===== config.mk =====
export PLATFORM = sky130hd
export DESIGN_NAME = msg_stream_tx
export DESIGN_NICKNAME = d
export VERILOG_FILES = /design/src/rtl/msg_stream_tx.sv
export SDC_FILE = /design/constraint.sdc
export NUM_CORES = 1
export LEC_CHECK = 0
export ABC_CLOCK_PERIOD_IN_PS = 2600
export CAP_MARGIN = 20
export CORE_MARGIN = 2
export CORE_UTILIZATION = 41
export DETAILED_ROUTE_END_ITERATION = 7
export PLACE_DENSITY = 0.64
export SYNTH_ARGS = -nofsm -noshare
export SYNTH_HDL_FRONTEND = slang
export SYNTH_SLANG_ARGS = --single-unit
export TNS_END_PERCENT = 50

===== constraint.sdc =====
create_clock -name clk -period 2.6 [get_ports clk]
set_input_delay 0.52 -clock clk [delete_from_list [all_inputs] [get_ports clk]]
set_output_delay 0.52 -clock clk [all_outputs]
set_load 0.02 [all_outputs]

===== src/rtl/msg_stream_tx.sv =====
// msg_stream_tx: streams a fixed ASCII message over valid/ready with repeat, loop, inter-pass gap and abort
module msg_stream_tx #(
  parameter int                   MSG_LEN = 11,
  parameter logic [8*MSG_LEN-1:0] MSG     = "Hello World",
  parameter int                   CNT_W   = 8,
  parameter int                   GAP_CYC = 4
) (
  input  logic             clk,
  input  logic             rst,
  input  logic             start,
  input  logic             abort,
  input  logic             mode_loop,
  input  logic [CNT_W-1:0] repeat_cnt,
  input  logic             out_ready,
  output logic             out_valid,
  output logic [7:0]       out_data,
  output logic             out_last,
  output logic             busy,
  output logic             done,
  output logic [CNT_W-1:0] pass_idx
);
  localparam int IW = MSG_LEN > 1 ? $clog2(MSG_LEN) : 1;
  localparam int GW = GAP_CYC > 1 ? $clog2(GAP_CYC) : 1;
  localparam logic [IW-1:0] LAST   = IW'(MSG_LEN - 1);
  localparam logic [GW-1:0] GAP_LD = GW'(GAP_CYC > 0 ? GAP_CYC - 1 : 0);
  typedef enum logic [1:0] {IDLE, SEND, GAP, DONE} state_t;
  state_t           state_q, state_d;
  logic [IW-1:0]    idx_q, idx_d;
  logic [CNT_W-1:0] pass_q, pass_d, rem_q, rem_d;
  logic [GW-1:0]    gap_q, gap_d;
  logic             loop_q, loop_d;
  logic [7:0]       chars [MSG_LEN];
  for (genvar i = 0; i < MSG_LEN; i++) begin : g_ch
    assign chars[i] = MSG[8*(MSG_LEN-1-i) +: 8];
  end
  assign out_valid = state_q == SEND;
  assign out_data  = out_valid ? chars[idx_q] : 8'd0;
  assign out_last  = out_valid && idx_q == LAST;
  assign busy      = state_q == SEND || state_q == GAP;
  assign done      = state_q == DONE;
  assign pass_idx  = pass_q;
  always_comb begin
    state_d = state_q;
    idx_d   = idx_q;
    pass_d  = pass_q;
    rem_d   = rem_q;
    gap_d   = gap_q;
    loop_d  = loop_q;
    unique case (state_q)
      IDLE: if (start) begin
        state_d = SEND;
        idx_d   = '0;
        pass_d  = '0;
        rem_d   = repeat_cnt == '0 ? CNT_W'(1) : repeat_cnt;
        loop_d  = mode_loop;
      end
      SEND: if (out_ready) begin
        idx_d = out_last ? '0 : idx_q + IW'(1);
        if (out_last) begin
          pass_d  = pass_q + CNT_W'(1);
          rem_d   = rem_q - CNT_W'(1);
          gap_d   = GAP_LD;
          state_d = !(loop_q || rem_q > CNT_W'(1)) ? DONE : GAP_CYC > 0 ? GAP : SEND;
        end
      end
      GAP: begin
        gap_d   = gap_q - GW'(1);
        state_d = gap_q == '0 ? SEND : GAP;
      end
      DONE: state_d = IDLE;
    endcase
    // abort wins over start and over a beat being accepted this cycle
    if (abort) begin
      state_d = IDLE;
      idx_d   = '0;
      pass_d  = pass_q;
    end
  end
  always_ff @(posedge clk) begin
    if (rst) begin
      state_q <= IDLE;
      idx_q   <= '0;
      pass_q  <= '0;
      rem_q   <= '0;
      gap_q   <= '0;
      loop_q  <= 1'b0;
    end else begin
      state_q <= state_d;
      idx_q   <= idx_d;
      pass_q  <= pass_d;
      rem_q   <= rem_d;
      gap_q   <= gap_d;
      loop_q  <= loop_d;
    end
  end
endmodule


# Word level (Yosys, flattened, before mapping)
# Memory sizes are Yosys's and may differ from the RTL's.
# Cells that the tools add are included.
# word_totals
out_inout_bits	20
rom_bits	128
elab_cells	62
inputBits	14
mem_count	1
ff_bits	25
# op_classes
n_eq_ne	7
bitwise	2
n_reduce_logical	15
n_lt_le_gt_ge	2
addsub	4
n_mux	25
# memory_table
name	words	width	rd	rd_ports_with_merged_regs	wr	line_no	rtl
(no name shown)	16	8	1	0	0	37	assign out_data = out_valid ? chars[idx_q] : 8'd0;
# op_table
op	count
8-bit 2-to-1 mux	10
8-bit case mux with 2 select lines	2
2-bit 2-to-1 mux	6
4-bit 2-to-1 mux	3
3-bit AND reduction	3
8-bit by 1-bit adder with 8-bit output (second input constant)	1
8-bit by 1-bit > comparator with 1-bit output (second input constant)	1
8-bit zero test	1
2-bit case mux with 4 select lines	1
4-bit case mux with 2 select lines	1
8-bit by 1-bit subtractor with 8-bit output (second input constant)	1
5-bit >= comparator (second input constant)	1
4-bit inverter with 5-bit output	1
5-bit AND reduction	1
4-bit by 1-bit adder with 4-bit output (second input constant)	1
2-bit == test (second input constant)	2
4-bit == test (second input constant)	1
2-bit zero test	2
2-bit inequality test (second input constant)	2
2-bit case mux with 2 select lines	1
4-bit AND reduction	1
2-bit nonzero test	2
2-bit by 1-bit == test with 1-bit output (second input constant)	1
1-bit logical OR	2
7 further kinds	7

# Depth between registers and ports, before layout
# Gate-level depths: netlist of run 1.
# logic_depth
depth_word	6
depth_mapped	8
ltp_nobuf	6

# Worst setup path before layout of run 1
# No wires, ideal clock.
# synth_path
kind	register to output
start	register state_q[1]
end	output out_data[2]
setup_slack_ns	-0.221
stages_incl_launch_ff	7
arrival_ns	2.301
required_ns	2.080
cell_sequence	dfxtp_1 -> inv_1 -> ha_1 -> buf_2 -> clkbuf_1 -> a21boi_0 -> a21boi_0
# synth_via
elab_chain_cells	2
# synth_lines
element	line_no	rtl
start, declared	27	state_t state_q, state_d;
start signal, assigned	88	state_q <= state_d;
2-bit by 1-bit == test with 1-bit output	36	assign out_valid = state_q == SEND;
via out_valid	15	output logic out_valid,
8-bit 2-to-1 mux	37	
end, declared	16	output logic [7:0] out_data,
# The timed path passes the listed nets, and every way through them passes these cells.

# Worst setup path in the final report of run 1
# layout_path
start	register idx_q[0]
end	output out_last
# layout_via
elab_chain_cells	2
# layout_lines
element	line_no	rtl
start, declared	28	logic [IW-1:0] idx_q, idx_d;
start signal, assigned	89	idx_q <= idx_d;
4-bit == test	38	assign out_last = out_valid && idx_q == LAST;
1-bit logical AND	38	
end, declared	17	output logic out_last,
# No other way between the ends.

==> results of run 1 <==
## state kept, by name, summed over array words and instances (netlist names)
name      count
rem_q         8
gap_q         2
state_q       2
pass_idx      8
idx_q         4
loop_q        1
## worst max path at each step
stage,from,to,depth (start not counted)
6_report,idx_q[0],out_last,5
5_1_grt,idx_q[0],out_last,5
4_1_cts,idx_q[0],out_last,5
3_5_place_dp,idx_q[1],out_data[3],7
3_3_place_gp,idx_q[1],out_data[3],7
2_1_floorplan,state_q[1],out_data[2],6
## placed cells by master, fill, tap and decap left out, drive strengths merged, types with 4 or more instances in the layout
cell,synthesis,final
xnor2,4,4
a21oi,21,21
ha,15,15
a21boi,7,7
dfxtp,25,25
mux2i,4,4
a211oi,7,7
clkdlybuf4s50,0,29
buf,5,7
inv,13,13
o31ai,4,4
nor2b,9,9
a311oi,4,4
nand2,12,12
nor2,14,14
o21ai,13,13
## final cells by class
class | instances | area, sq um | share of cell area, %
clock buffers | 3 | 41.3 | 1.94
clock inverters | 1 | 7.51 | 0.353
well taps | 50 | 62.6 | 2.94
multi-input cells | 159 | 1090 | 51.1
inverters | 13 | 48.8 | 2.30
flip-flops and latches | 25 | 502 | 23.6
repair buffers | 39 | 377 | 17.7
## power by group through the flow
| stage | logic [mW] | clock network, mW | registers (mW) |
|---|---|---|---|
| 2_1_floorplan | 0.131 | 0 | 0.425 |
| 3_5_place_dp | 0.204 | 0 | 0.427 |
| 6_report | 0.204 | 0.244 | 0.419 |
| 3_3_place_gp | 0.202 | 0 | 0.428 |
| 4_1_cts | 0.205 | 0.251 | 0.419 |
| 5_1_grt | 0.229 | 0.265 | 0.421 |
## critical path, stage by stage, from the launching register on
cell,delay (ns)
dfxtp_1,0.37
inv_2,0.12
ha_1,0.21
and3b_1,0.26
and2_1,0.15
clkdlybuf4s50_1,0.60
## timing repair
item	in CTS	in global routing
buffers inserted	0	0
setup endpoints to repair	1	4
gates resized for setup	1	4
## logic make-up (layout without fill, tap and decap cells)
| logic type | Yosys count | after routing | synth area share, % |
|---|---|---|---|
| flops | 25 | 25 | 29.7 |
| mux | 5 | 5 | 3.05 |
| other cells | 1 | 1 | 0.223 |
| compound gates | 65 | 65 | 24.4 |
| buf+inv | 24 | 56 | 5.72 |
| simple gates | 69 | 69 | 23.7 |
| xor+xnor | 4 | 4 | 2.08 |
| fa+ha+maj | 15 | 15 | 11.1 |
## stage by stage
| stage | instance area, sq um | setup TNS, ns | std cells | utilization, % |
|---|---|---|---|---|
| 4_1_cts | 2120 | 0 | 290 | 53.4 |
| 5_1_grt | 2130 | -0.00247 | 290 | 53.5 |
| 2_1_floorplan | 1680 | 0 | 208 | - |
| 3_5_place_dp | 2070 | 0 | 286 | 52.2 |
| 3_3_place_gp | 2070 | 0 | 286 | 52.2 |
| 6_report | 2130 | 0 | 290 | 53.5 |
## routing by layer
| metal | routed length, microns | vias up |
|---|---|---|
| met3 | 147 | 2 |
| met1 | 1920 | 720 |
| met2 | 1810 | 31 |
| met5 | 0 | - |
| li1 | - | 812 |
| met4 | 29 | 0 |
==> flow_metrics.tcl, run 1 <==
set metrics [dict create \
    vdd_drop_max_uv 256 \
    powerDensity_nw_per_um2 408 \
    grt_overflow 0 \
    holdPathStages 2 \
    synth_cells 208 \
    clkPwrFrac_pct 28.1 \
    reg2reg_to "pass_idx[5]" \
    ios 34 \
    detail-route-antenna-nets 0 \
    hp-start "loop_q" \
    period_needed_ns 2.50 \
    numCtsBuffers 3 \
    r2r-start "state_q[0]" \
    syn_nets 237 \
    postCtsHoldBufs 0 \
    min_to "loop_q" \
    vias 1565 \
    cp-end-kind "output pin" \
    root_buffer "clkbuf_8" \
    layout.nets 270 \
    synthTopCellsByArea "dfxtp_1, ha_1, a21oi_1" \
    critPathKind "reg2out" \
    synth_area_sq_um 1680 \
    drc 0 \
    drt-initial-drc-count 55 \
    netlist_top_cells_count "dfxtp_1, a21oi_1, ha_1, nor2_1" \
    timing.final.crit_share_pct 96.1 \
    grt_pass1_vias 1404 \
    vias_per_cell 5.40 \
    cp-start-kind "register" \
    finalWorstSetupSlack_ns 0.101 \
    cts-htree-levels 1 \
    tightest_slew_ns 0.970 \
    clockBufferDepth 2 \
    slew_headroom_pct 34.8 \
    ys_async_sr_fraction_pct 0 \
    timing_hold_violations_final 0 \
    cap_violations 0 \
    die_area_sq_um 4640 \
    synth_edf_count 0 \
    place_congestion 0.834 \
    cts_tree "done" \
    grt_antenna_before_repair 0 \
    synth_most_common_cell "dfxtp_1" \
    final.setup_skew_ns 0.0104 \
    post-place-ws_ns 0.185 \
    seq_power_share_pct 48.3 \
    grtUsageMet2_pct 29.6 \
    fill_cells 399 \
    num_rows 23 \
    p_leak_nw 0.818 \
    ff2ff_setup_slack_ns 0.49 \
    ys_ff_latch 25 \
    ys_warn_count 0 \
    critPathArrivalTime_ns 1.98 \
    power_mw 0.867 \
    die_w_microns 68.1 \
    routed_wl_microns 3910 \
    ys_seq_area_share_pct 29.7 \
    p_int_mw 0.603 \
    drt_pre_antenna_iters 4 \
    setup_viol 0 \
    busiest_layer "met2" \
    wl_per_cell_microns 13.5 \
    die_h_microns 68.1 \
    core-area_sq_um 3970 \
    status "completed" \
    slew_violations 0 \
    synth_top_cell_by_area "dfxtp_1" \
    cts_sinks 25 \
    rsz0062_at_grt "yes" \
    yosysTopAreaCellShare_pct 29.7 \
    place.port_buffers 32 \
    fmax_mhz 400 \
    met1_usage_pct 22.7 \
    cp_max_fo 6 \
    clk_latency_ns 0.28 \
    ys_types 45 \
    avgSynthCellArea_sq_um 8.10 \
    grt_first_pass_wirelength_microns 6310 \
    sw_frac_of_total_pct 30.5 \
    antennaDiodeCount 0 \
    grt_max_degree 36 \
    grt_use_total_pct 17.5 \
    required_ns 2.08 \
    synth_flop_cell "dfxtp_1" \
    cts.clk_slew.worst_paths_ns 0.09 \
    detailed_place_hpwl_microns 2890 \
    p_switching_mw 0.264 \
    combPwrFrac_pct 23.6 \
    fin_hold_ws_ns 0.462 \
    synthToLayoutAreaGrowth_pct 26.2 \
    hp-class "reg2reg" \
    initial_core_util_pct 42.4 \
    gr-usage-met3_pct 3.78 \
    drive_above_1_share_pct 6.67 \
    rr_worst_depth 6 \
]
Note: power is estimated with default switching activity, not from simulation.
==> run 2, diff against run 1 <==
SLEW_MARGIN = 20   (was not set)
==> results of run 2 <==
Same layout as run 1: the final DEF is identical, and so are final timing and power.
